[config.mk]
export PLATFORM = sky130hd
export DESIGN_NAME = uart_tx_buffered
export DESIGN_NICKNAME = d
export VERILOG_FILES = /design/src/rtl/uart_tx_buffered.sv
export SDC_FILE = /design/constraint.sdc
export NUM_CORES = 1
export LEC_CHECK = 0
export BUFFER_PORTS_ARGS = -buffer_cell sky130_fd_sc_hd__buf_2
export CAP_MARGIN = 5
export CORE_MARGIN = 3
export CORE_UTILIZATION = 52
export DETAILED_ROUTE_END_ITERATION = 10
export HOLD_SLACK_MARGIN = 0.15
export PLACE_DENSITY = 0.68
export SLEW_MARGIN = 20
export SYNTH_ARGS = -nofsm -noshare
export SYNTH_HDL_FRONTEND = slang
export SYNTH_SLANG_ARGS = --single-unit
[constraint.sdc]
create_clock -name clk -period 8.3 [get_ports clk]
set_input_delay 1.66 -clock clk [delete_from_list [all_inputs] [get_ports clk]]
set_output_delay 1.66 -clock clk [all_outputs]
set_load 0.01 [all_outputs]
[src/rtl/uart_tx_buffered.sv]
// Buffered UART transmitter: byte FIFO drained by an 8N1 serializer, sticky "TX drained" interrupt.
// Define UART_TX_PARITY_EN to insert an even-parity bit after the data bits (11-bit frame).

// Byte FIFO; push refused while full, level tracks push - pop.
module uart_tx_fifo #(
  parameter int W  = 8,
  parameter int AW = 4
) (
  input  logic          clk,
  input  logic          rst_n,
  input  logic          i_push_vld,
  input  logic [W-1:0]  i_push_dat,
  input  logic          i_pop_rdy,
  output logic [W-1:0]  o_pop_dat,
  output logic          o_full,
  output logic          o_empty,
  output logic [AW:0]   o_level
);
  logic [W-1:0]  r_mem [2**AW];
  logic [AW-1:0] r_wr_ptr;
  logic [AW-1:0] r_rd_ptr;
  logic [AW:0]   r_level;
  logic          w_push;
  logic          w_pop;

  assign o_full    = (r_level == (AW+1)'(2**AW));
  assign o_empty   = (r_level == '0);
  assign w_push    = i_push_vld && !o_full;
  assign w_pop     = i_pop_rdy && !o_empty;
  assign o_pop_dat = r_mem[r_rd_ptr];
  assign o_level   = r_level;

  always_ff @(posedge clk) begin
    if (w_push) r_mem[r_wr_ptr] <= i_push_dat;
  end

  always_ff @(posedge clk or negedge rst_n) begin
    if (!rst_n) begin
      r_wr_ptr <= '0;
      r_rd_ptr <= '0;
      r_level  <= '0;
    end else begin
      if (w_push) r_wr_ptr <= r_wr_ptr + 1'b1;
      if (w_pop)  r_rd_ptr <= r_rd_ptr + 1'b1;
      r_level <= r_level + {{AW{1'b0}}, w_push} - {{AW{1'b0}}, w_pop};
    end
  end
endmodule

module uart_tx_buffered #(
  parameter int CLK_FREQ        = 50000000,
  parameter int BAUD            = 115200,
  parameter int FIFO_DEPTH_LOG2 = 4
) (
  input  logic                     clk,
  input  logic                     rst_n,
  input  logic [7:0]               data_in,
  input  logic                     write_enable,
  output logic                     write_busy,
  output logic [FIFO_DEPTH_LOG2:0] fifo_level,
  output logic                     tx_idle,
  output logic                     int_req,
  input  logic                     int_ack,
  output logic                     TxD
);
  localparam int DIV = (CLK_FREQ + BAUD / 2) / BAUD;
  localparam int CW  = $clog2(DIV);
  localparam logic [CW-1:0] C_RELOAD = CW'(DIV - 1);

  typedef enum logic [2:0] {S_IDLE, S_START, S_DATA, S_PARITY, S_STOP} state_t;

  state_t        r_state;
  logic [CW-1:0] r_cnt;
  logic [2:0]    r_bit;
  logic [7:0]    r_shift;
  logic          r_txd;
  logic          r_int;
`ifdef UART_TX_PARITY_EN
  logic          r_par;
`endif
  logic          w_empty;
  logic          w_full;
  logic          w_pop;
  logic          w_bit_end;
  logic [7:0]    w_fifo_dat;

  assign w_bit_end = (r_cnt == '0);
  assign w_pop     = !w_empty && ((r_state == S_IDLE) || (r_state == S_STOP && w_bit_end));

  uart_tx_fifo #(.W(8), .AW(FIFO_DEPTH_LOG2)) u_fifo (
    .clk        (clk),
    .rst_n      (rst_n),
    .i_push_vld (write_enable),
    .i_push_dat (data_in),
    .i_pop_rdy  (w_pop),
    .o_pop_dat  (w_fifo_dat),
    .o_full     (w_full),
    .o_empty    (w_empty),
    .o_level    (fifo_level)
  );

  always_ff @(posedge clk or negedge rst_n) begin
    if (!rst_n) begin
      r_state <= S_IDLE;
      r_cnt   <= C_RELOAD;
      r_bit   <= '0;
      r_shift <= '0;
      r_txd   <= 1'b1;
      r_int   <= 1'b0;
`ifdef UART_TX_PARITY_EN
      r_par   <= 1'b0;
`endif
    end else begin
      // TxD trails the state by one edge, so the first bit lasts DIV cycles like every other.
      case (r_state)
        S_START:  r_txd <= 1'b0;
        S_DATA:   r_txd <= r_shift[0];
`ifdef UART_TX_PARITY_EN
        S_PARITY: r_txd <= r_par;
`endif
        default:  r_txd <= 1'b1;
      endcase
      if (int_ack) r_int <= 1'b0;
      if (r_state == S_IDLE) begin
        r_cnt <= C_RELOAD;
        if (w_pop) begin
          r_shift <= w_fifo_dat;
`ifdef UART_TX_PARITY_EN
          r_par   <= ^w_fifo_dat;
`endif
          r_state <= S_START;
        end
      end else if (!w_bit_end) begin
        r_cnt <= r_cnt - CW'(1);
      end else begin
        r_cnt <= C_RELOAD;
        case (r_state)
          S_START: begin
            r_bit   <= '0;
            r_state <= S_DATA;
          end
          S_DATA: begin
            r_shift <= r_shift >> 1;
            r_bit   <= r_bit + 3'd1;
`ifdef UART_TX_PARITY_EN
            if (r_bit == 3'd7) r_state <= S_PARITY;
`else
            if (r_bit == 3'd7) r_state <= S_STOP;
`endif
          end
          S_PARITY: r_state <= S_STOP;
          default: begin
            if (w_pop) begin
              r_shift <= w_fifo_dat;
`ifdef UART_TX_PARITY_EN
              r_par   <= ^w_fifo_dat;
`endif
              r_state <= S_START;
            end else begin
              r_state <= S_IDLE;
              r_int   <= 1'b1;
            end
          end
        endcase
      end
    end
  end

  assign write_busy = w_full;
  assign tx_idle    = (r_state == S_IDLE) && (fifo_level == '0);
  assign int_req    = r_int;
  assign TxD        = r_txd;
endmodule
* Word-level counts from Yosys, hierarchy flattened
Memory sizes are Yosys's and may differ from the RTL's.
Cells that the tools add are included.
** Word-level totals
- Register bits after elaboration :: 38
- Memory bits (writable) :: 128
- Input bits :: 12
- Output and inout port bits :: 9
- Word-level logic and storage cells :: 65
- Memories :: 1
** Cells by class
- Add/sub/neg operators :: 6
- Equality and inequality tests :: 9
- Multiplexer cells :: 21
- Bitwise logic cells :: 1
- Reduce and logical (&&, ||, !) cells :: 18
** Memory list
- u_fifo.r_mem :: words 16, bits a word 8, rd ports 1, clocked after Yosys merged registers in 0, write ports 1, line 19 : logic [W-1:0] r_mem [2**AW];
** Operators with widths (number)
- $mux 8 :: 3
- $mux 9 :: 2
- $pmux 8 s2 :: 1
- $mux 3 :: 4
- $logic_not 9->1 :: 1
- $pmux 3 s3 :: 1
- $sub 9x1->9 const B :: 1
- $add 4x1->4 const B :: 2
- $mux 1 :: 8
- $eq 3x2->1 const B :: 2
- $eq 3x3->1 const B :: 2
- $pmux 3 s2 :: 1
- $reduce_and 3->1 :: 2
- $add 5x1->5 :: 1
- $eq 5x5->1 const B :: 1
- $logic_and 1x1->1 :: 5
- $logic_not 5->1 :: 1
- $sub 5x1->5 :: 1
- $ne 2x1->1 const B :: 2
- $reduce_bool 2->1 :: 2
- $add 3x1->3 const B :: 1
- $eq 3x1->1 const B :: 1
- $logic_not 3->1 :: 1
- $ne 3x3->1 const B :: 1
- other kinds (7) :: 8

* Depth between registers and ports, before layout
Gate-level depths: netlist of run 1.
- Depth in word-level cells :: 8
- Mapped depth :: 15
- Mapped depth without buffers :: 14

* By module
Synthesis of run 1 repeated with hierarchy kept, for this count alone.
** Second synthesis, totals
- Cell total of the unflattened synthesis :: 451
- Area total of the unflattened synthesis :: 7138.1 um^2
** By module, submodules not included
- uart_tx_fifo :: instances 1, cells an instance 319, area an instance 5863.1 um^2, sequential area each 4169.0 um^2
- uart_tx_buffered :: instances 1, cells an instance 132, area an instance 1275.0 um^2, sequential area each 633.1 um^2

* Worst setup path after synthesis of run 1
No wires, ideal clock.
- Path type :: reg2out
- From :: reg u_fifo.r_level[3] (netlist: u_fifo.o_level[3])
- To :: out tx_idle
- Arrival :: 1620 ps
- Required time :: 6640 ps
- Slack :: 5020 ps
- Cell stages (with the launch flop) :: 5
- Cell sequence :: dfrtp_1 > inv_1 > ha_1 > or4b_2 > nor4_1
** On the way
- Longest elaborated chain between the ends :: 2
** Ends and longest elaborated chain
- start, declared :: line 22 : logic [AW:0] r_level;
- start signal, assigned :: line 45 : r_level <= r_level + {{AW{1'b0}}, w_push} - {{AW{1'b0}}, w_pop};
- $logic_not 5->1 :: line 170 : assign tx_idle = (r_state == S_IDLE) && (fifo_level == '0);
- $logic_and 1x1->1 :: line 170
- end, declared :: line 61 : output logic tx_idle,
Every way passes these cells.

* Final worst setup path of run 1
Same ends and word-level chain as after synthesis.

==> impl_metrics.ini, run 1 <==
[outcome]
outcome = finished clean

[place]
gp_congestion = 0.788
pre_cts_ws_ps = 4900
io_buffers = 20
dp_hpwl_um = 8380

[power]
ir_drop_mv = 0.159
powerDensity_mw_per_mm2 = 263
seqPwrFrac = 0.500
leakage_nw = 2.74
sw_frac_of_total = 0.246
internal_power_mw = 1.56
p_sw_mw = 0.509
combPwrFrac = 0.123
power.share.clock = 0.377

[floorplanning]
die_h_um = 122
dieArea_mm2 = 0.0149
num_rows = 41
ioPinCount = 21
die_w_um = 122
start_util = 0.543
core_mm2 = 0.0129

[yosys]
synth_nets = 428
async_flop_share = 0.229
synth_top_cell_by_area = edfxtp_1
ys_ff_latch = 166
yosysSeqAreaShare = 0.684
synth_area_mm2 = 0.00702
synth_edf_count = 128
synth_cell_types = 60
yosysWarnings = 0
ys_top_cells_by_area = edfxtp_1 (55%), dfrtp_1 (11%), mux4_2 (5.8%)
ys.flop_type = edfxtp_1
synthCells = 400
avgSynthCellArea_um2 = 17.5
synth.top_cell.area_share = 0.548

[cts]
worstSkewPairLatency_ps = 420
cts_setup_buffers = 0
cts_tree = built
htree_levels = 4
cts_resized = 0
cts_made_buffers = 17
cts_hold_buf = 0
path_clk_slew_ps = 60
cts-root-buf = clkbuf_16
cts_buffer_depth = 2
clock_sinks = 166

[routing]
routedWlPerCell_um = 21.5
drt_iter0_drc = 331
via_count = 3577
drc = 0
drt-total-wl_um = 13100
drtPass1Iterations = 5
antenna_left = 0
routed_via_density = 5.88

[global_routing]
grtUsageTotal = 0.193
grt_pass1_vias = 3635
grt_max_degree = 39
grt_remaining_overflow = 0
grt_pass1_wl_um = 20700
antenna_found_initial = 0

[timing]
post-route-min-period_ps = 3760
relSlewSlack = 0.437
fmax_mhz = 266
slew_violations = 0
tightest_slew_ps = 844
finalClockSkew_ps = 6.88
hold_viol = 0
worst_slack_ps = 4540
fin_setup_tns_ps = 0
rsz0062_at_grt = false
setup_viol = 0
layout_worst_path_cycle_share = 0.453

[setup_path]
critPathLaunchType = flop
crit_arrival_ps = 2100
crit_fanout = 3
cp_num_buf_inv = 2
path_cells = inv_1 > ha_1 > or4b_2 > nor4_1 > buf_2
startpoint = u_fifo.o_level[3]
path_delay_family = simple AND/OR/NAND/NOR gates
crit_type = reg2out
cp_slowest_cell = or4b_2
cp.required_ps = 6640
critPathMaxStageDelay_ps = 640
end_kind = output port
reg2reg_from = u_fifo.o_level[3]

[flow_run]
cap_viol_max_count = 0

[worst_hold_path]
min_from = r_cnt[0]
hold_path_class = reg2reg

[layout]
final_common_cell = edfxtp_1
final_nets = 453
synthToLayoutAreaGrowth_pct = 11.9
n_antenna_cell = 0
layout-drive-gt1-share = 0.204
num-fill-cells = 930
layout_common_cells = edfxtp_1 (128), dfrtp_1 (31), buf_2 (20)
==> final cells by class <==
type                       count  area [um2]  share of cell area
sequential                   166        4810               0.612
multi-input combinational    195        2040               0.259
clock buffer                  18         429              0.0546
tap                          172         215              0.0274
clock inverter                12         155              0.0198
timing repair buffer          25         138              0.0175
inverter                      20        75.1             0.00956
==> cells in the mapped netlist (2+ instances only) <==
master     instances
nor4_2             2
a221o_1            7
mux4_2            18
nor2b_1            4
dfrtp_1           32
o21ai_0            2
nand4_1            2
inv_1             19
o2bb2ai_1          3
ha_1              15
a221oi_1           7
nand2_1           16
nor3b_1            3
o31ai_1            2
clkbuf_1           9
xor2_1             5
a21o_1             3
mux4_1            15
nand3_1            3
dfstp_2            6
buf_2              3
xnor2_1           11
nand2b_1           2
a31oi_1            2
nor2_1            14
edfxtp_1         128
nor3_1             3
a22oi_1           14
and2_1             9
buf_1              3
nor4_1             6
a21oi_1            3
buf_6              2
==> logic make-up (layout without fill, tap and decap cells) <==
kind of cell    count (synthesis)  count (layout)  share of synthesized area
buf+inv                        39              75                     0.0274
mux                            35              35                      0.117
compound gates                 55              55                     0.0626
flops                         166             166                      0.684
fa+ha+maj                      16              16                     0.0296
simple gates                   73              73                     0.0592
xor+xnor                       16              16                     0.0200
==> worst register-to-register path, delay by kind of cell, from the launching register on <==
family                   cells  cell delay [ps]
flip-flops                   1              400
buffers and inverters        4              280
AND/OR/NAND/NOR              2              960
adder cells (fa/ha/maj)      4             1070
XOR/XNOR                     1              130
AO/OA/AOI/OAI                3              350
==> flip-flops by register name (all words and copies together), names as in the netlist <==
signal and count:
u_fifo.r_wr_ptr 4, u_fifo.o_level 5, r_state 3, r_shift 8, u_fifo.r_rd_ptr 4, int_req 1, r_bit 3, TxD 1
u_fifo.r_mem 128, r_cnt 9
==> final timing paths <==
path / slack, ps / endpoint / cells after the start
worst max-delay path: 4540 / tx_idle / 5
worst min-delay path: 470 / r_cnt[0] / 1
worst max register to register: 5040 / u_fifo.o_level[4] / 14
worst min register to register: 470 / r_cnt[0] / 1
max in group asynchronous: 6330 / u_fifo.r_rd_ptr[1] / 1
min in group asynchronous: 1340 / r_bit[1] / 1
==> per-layer routing <==
metal	global-route usage	part of all wire	wire [um]
met1	0.274	0.45	5930
met2	0.296	0.49	6360
met3	0.0404	0.043	565
met4	0.0749	0.017	228
met5	0	0	0
==> metrics by stage <==
step	area (um2)	power [mW]	hold slack (ps)	util	std cells
finish	7860	2.07	465	0.608	608
global route	7860	2.15	494	0.608	608
CTS	7850	2.08	473	0.607	608
detailed placement	7270	1.31	459	0.562	578
global placement	7270	1.29	445	0.562	578
floorplan	7020	1.20	433	-	400
==> power groups by stage <==
stage	Sequential (mW)	Clock (mW)	Combinational [mW]
2_1_floorplan	1.03	0	0.170
3_3_place_gp	1.04	0	0.249
3_5_place_dp	1.05	0	0.256
4_1_cts	1.03	0.788	0.258
5_1_grt	1.04	0.825	0.282
6_report	1.03	0.778	0.254
No activity file was read; power rests on OpenSTA's default activity.
==> run 2: changes to the inputs <==
- PLACE_DENSITY: 0.68 -> 0.71
- clock period: 8.3 -> 3.01 ns (I/O delays scaled with it)
==> run 2 against run 1 <==
Power grew to 2.7 times the previous value. Non-clock buffer count increased by 11. Die area did not move. Largest power group unchanged. Sequential power grew to 2.8 times the previous value. Sequential share of layout area shrank 0.60 points. Critical path type is now reg2reg. Worst setup slack got worse by 4300 ps. Clock power rose to 2.6 times the previous value.
==> impl_metrics.ini, run 2 (synthesis results as in run 1) <==
[layout]
top_register = u_fifo.r_mem
layout_common_cells = edfxtp_1 (128), dfrtp_1 (31), buf_2 (20)
synthToLayoutAreaGrowth_pct = 13.0
final_nets = 464
n_antenna_cell = 0
largest_reg_flops = 128
reg_top3 = u_fifo.r_mem: 128 flops, r_cnt: 9 flops, r_shift: 8 flops
fin_area_mm2 = 0.00793
multi_input_area_mm2 = 0.00205
layout-drive-gt1-share = 0.219
instances_no_fill = 620
seq_area_mm2 = 0.00480
final_common_cell = edfxtp_1
num-fill-cells = 942

[setup_path]
critPathMaxStageDelay_ps = 410
cp_common_cell = inv_1
crit_type = reg2reg
reg2reg_depth = 14
path_cells = inv_1 > ha_1 > nor4b_1 > or3_1 > a21oi_2 > ha_1 > inv_1 > ha_1 > inv_1 > fa_1 > inv_1 > a21oi_1 > o21bai_1 > xnor2_1
crit_fanout = 3
end_kind = flop
critPathLaunchType = flop
reg2reg_from = u_fifo.o_level[3]
cp_slowest_cell = fa_1
cp.required_ps = 3350
r2r_end = u_fifo.o_level[4]
rrSetupSlack_ps = 250
crit_arrival_ps = 3100

[timing]
finalClockSkew_ps = 11.1
tightest_slew_ps = 847
fin_setup_tns_ps = 0
slew_violations = 0
layout_worst_path_cycle_share = 0.917
relSlewSlack = 0.435
hold_viol = 0
rsz0062_at_grt = false
fmax_mhz = 362
setup_viol = 0
post-route-min-period_ps = 2760
timing.hold.ws_ps = 291

[global_routing]
grt_pass1_wl_um = 21400
antenna_found_initial = 0
grt_remaining_overflow = 0
grtUsageTotal = 0.197
grt_max_degree = 39
grt_pass1_vias = 3845

[routing]
antenna_left = 0
drtPass1Iterations = 7
drt-total-wl_um = 13100
via_count = 3676
routed_via_density = 5.93
routedWlPerCell_um = 21.2
drc = 0
drt_iter0_drc = 273

[cts]
path_clk_slew_ps = 60
clock_sinks = 166
cts_tree = built
cts_buffer_depth = 2
cts_resized = 0
cts-root-buf = clkbuf_16
htree_levels = 4
worstSkewPairLatency_ps = 420
cts_setup_buffers = 0
cts_hold_buf = 0
cts_made_buffers = 17

[power]
p_sw_mw = 1.36
power.share.clock = 0.359
combPwrFrac = 0.127
ir_drop_mv = 0.470
internal_power_mw = 4.21
seqPwrFrac = 0.514
powerDensity_mw_per_mm2 = 702
sw_frac_of_total = 0.243
leakage_nw = 2.79

[floorplanning]
core_mm2 = 0.0129
die_h_um = 122
dieArea_mm2 = 0.0149
ioPinCount = 21
die_w_um = 122
num_rows = 41
start_util = 0.543

[place]
post_dp_cell_area_mm2 = 0.00738
gp_congestion = 0.780
io_buffers = 20
dp_hpwl_um = 8570
placed_cells = 589

[outcome]
outcome = finished clean

[flow_run]
cap_viol_max_count = 0

[worst_hold_path]
hold_path_class = in2async
==> run 2: cell types whose count changed in the layout (fill, tap and decap cells not counted), moves of 2 or more <==
cell      change
clkbuf_1      +3
clkinv_2      +2
nor4_2        -2
buf_4        +10
nor4_4        +2
==> run 2: worst max-delay path, delay by kind of cell (launching register included) <==
kind            cells  cell delay [ps]
buf+inv             4              260
flops               1              370
compound gates      3              370
simple gates        2              520
fa+ha+maj           4             1020
xor+xnor            1              130
==> run 2: through the flow <==
| stage | setup WS, ps | power [mW] | util |
|---|---|---|---|
| after global routing | 71.2 | 5.82 | 0.613 |
| after floorplan | 224 | 3.32 | - |
| after detailed placement | 296 | 3.62 | 0.571 |
| after CTS | 272 | 5.61 | 0.613 |
| final | 251 | 5.57 | 0.613 |
| after global placement | 391 | 3.55 | 0.570 |
==> run 2: worst max-delay path by stage <==
stage / startpoint / to / slack, ps / cells past startpoint
floorplan: u_fifo.o_level[2] / u_fifo.o_level[4] / 220 / 15
global placement: u_fifo.o_level[2] / u_fifo.o_level[4] / 390 / 14
detailed placement: u_fifo.o_level[3] / u_fifo.o_level[4] / 300 / 14
CTS: u_fifo.o_level[3] / u_fifo.o_level[4] / 270 / 14
global route: u_fifo.o_level[3] / u_fifo.o_level[4] / 70 / 14
finish: u_fifo.o_level[3] / u_fifo.o_level[4] / 250 / 14
==> run 2: power groups by stage <==
stage	combinational, mW	clock, mW	sequential (mW)
final	0.707	2.00	2.86
after global routing	0.792	2.15	2.88
after CTS	0.718	2.03	2.86
after detailed placement	0.713	0	2.90
after global placement	0.676	0	2.88
after floorplan	0.467	0	2.85
==> run 2: layout make-up <==
class,count,area share
Clock buffer,21,0.0555
Clock inverter,10,0.0136
Inverter,20,0.00947
Multi-Input combinational cell,195,0.259
Sequential cell,166,0.606
Tap cell,172,0.0271
Timing Repair Buffer,36,0.0294
==> run 2: routing by layer <==
| metal | part of all wire | vias to the layer above | GRT usage |
|---|---|---|---|
| met3 | 0.046 | 13 | 0.0441 |
| li1 | - | 1676 | - |
| met5 | 0 | - | 0 |
| met1 | 0.42 | 1899 | 0.259 |
| met2 | 0.52 | 88 | 0.321 |
| met4 | 0.016 | 0 | 0.0805 |
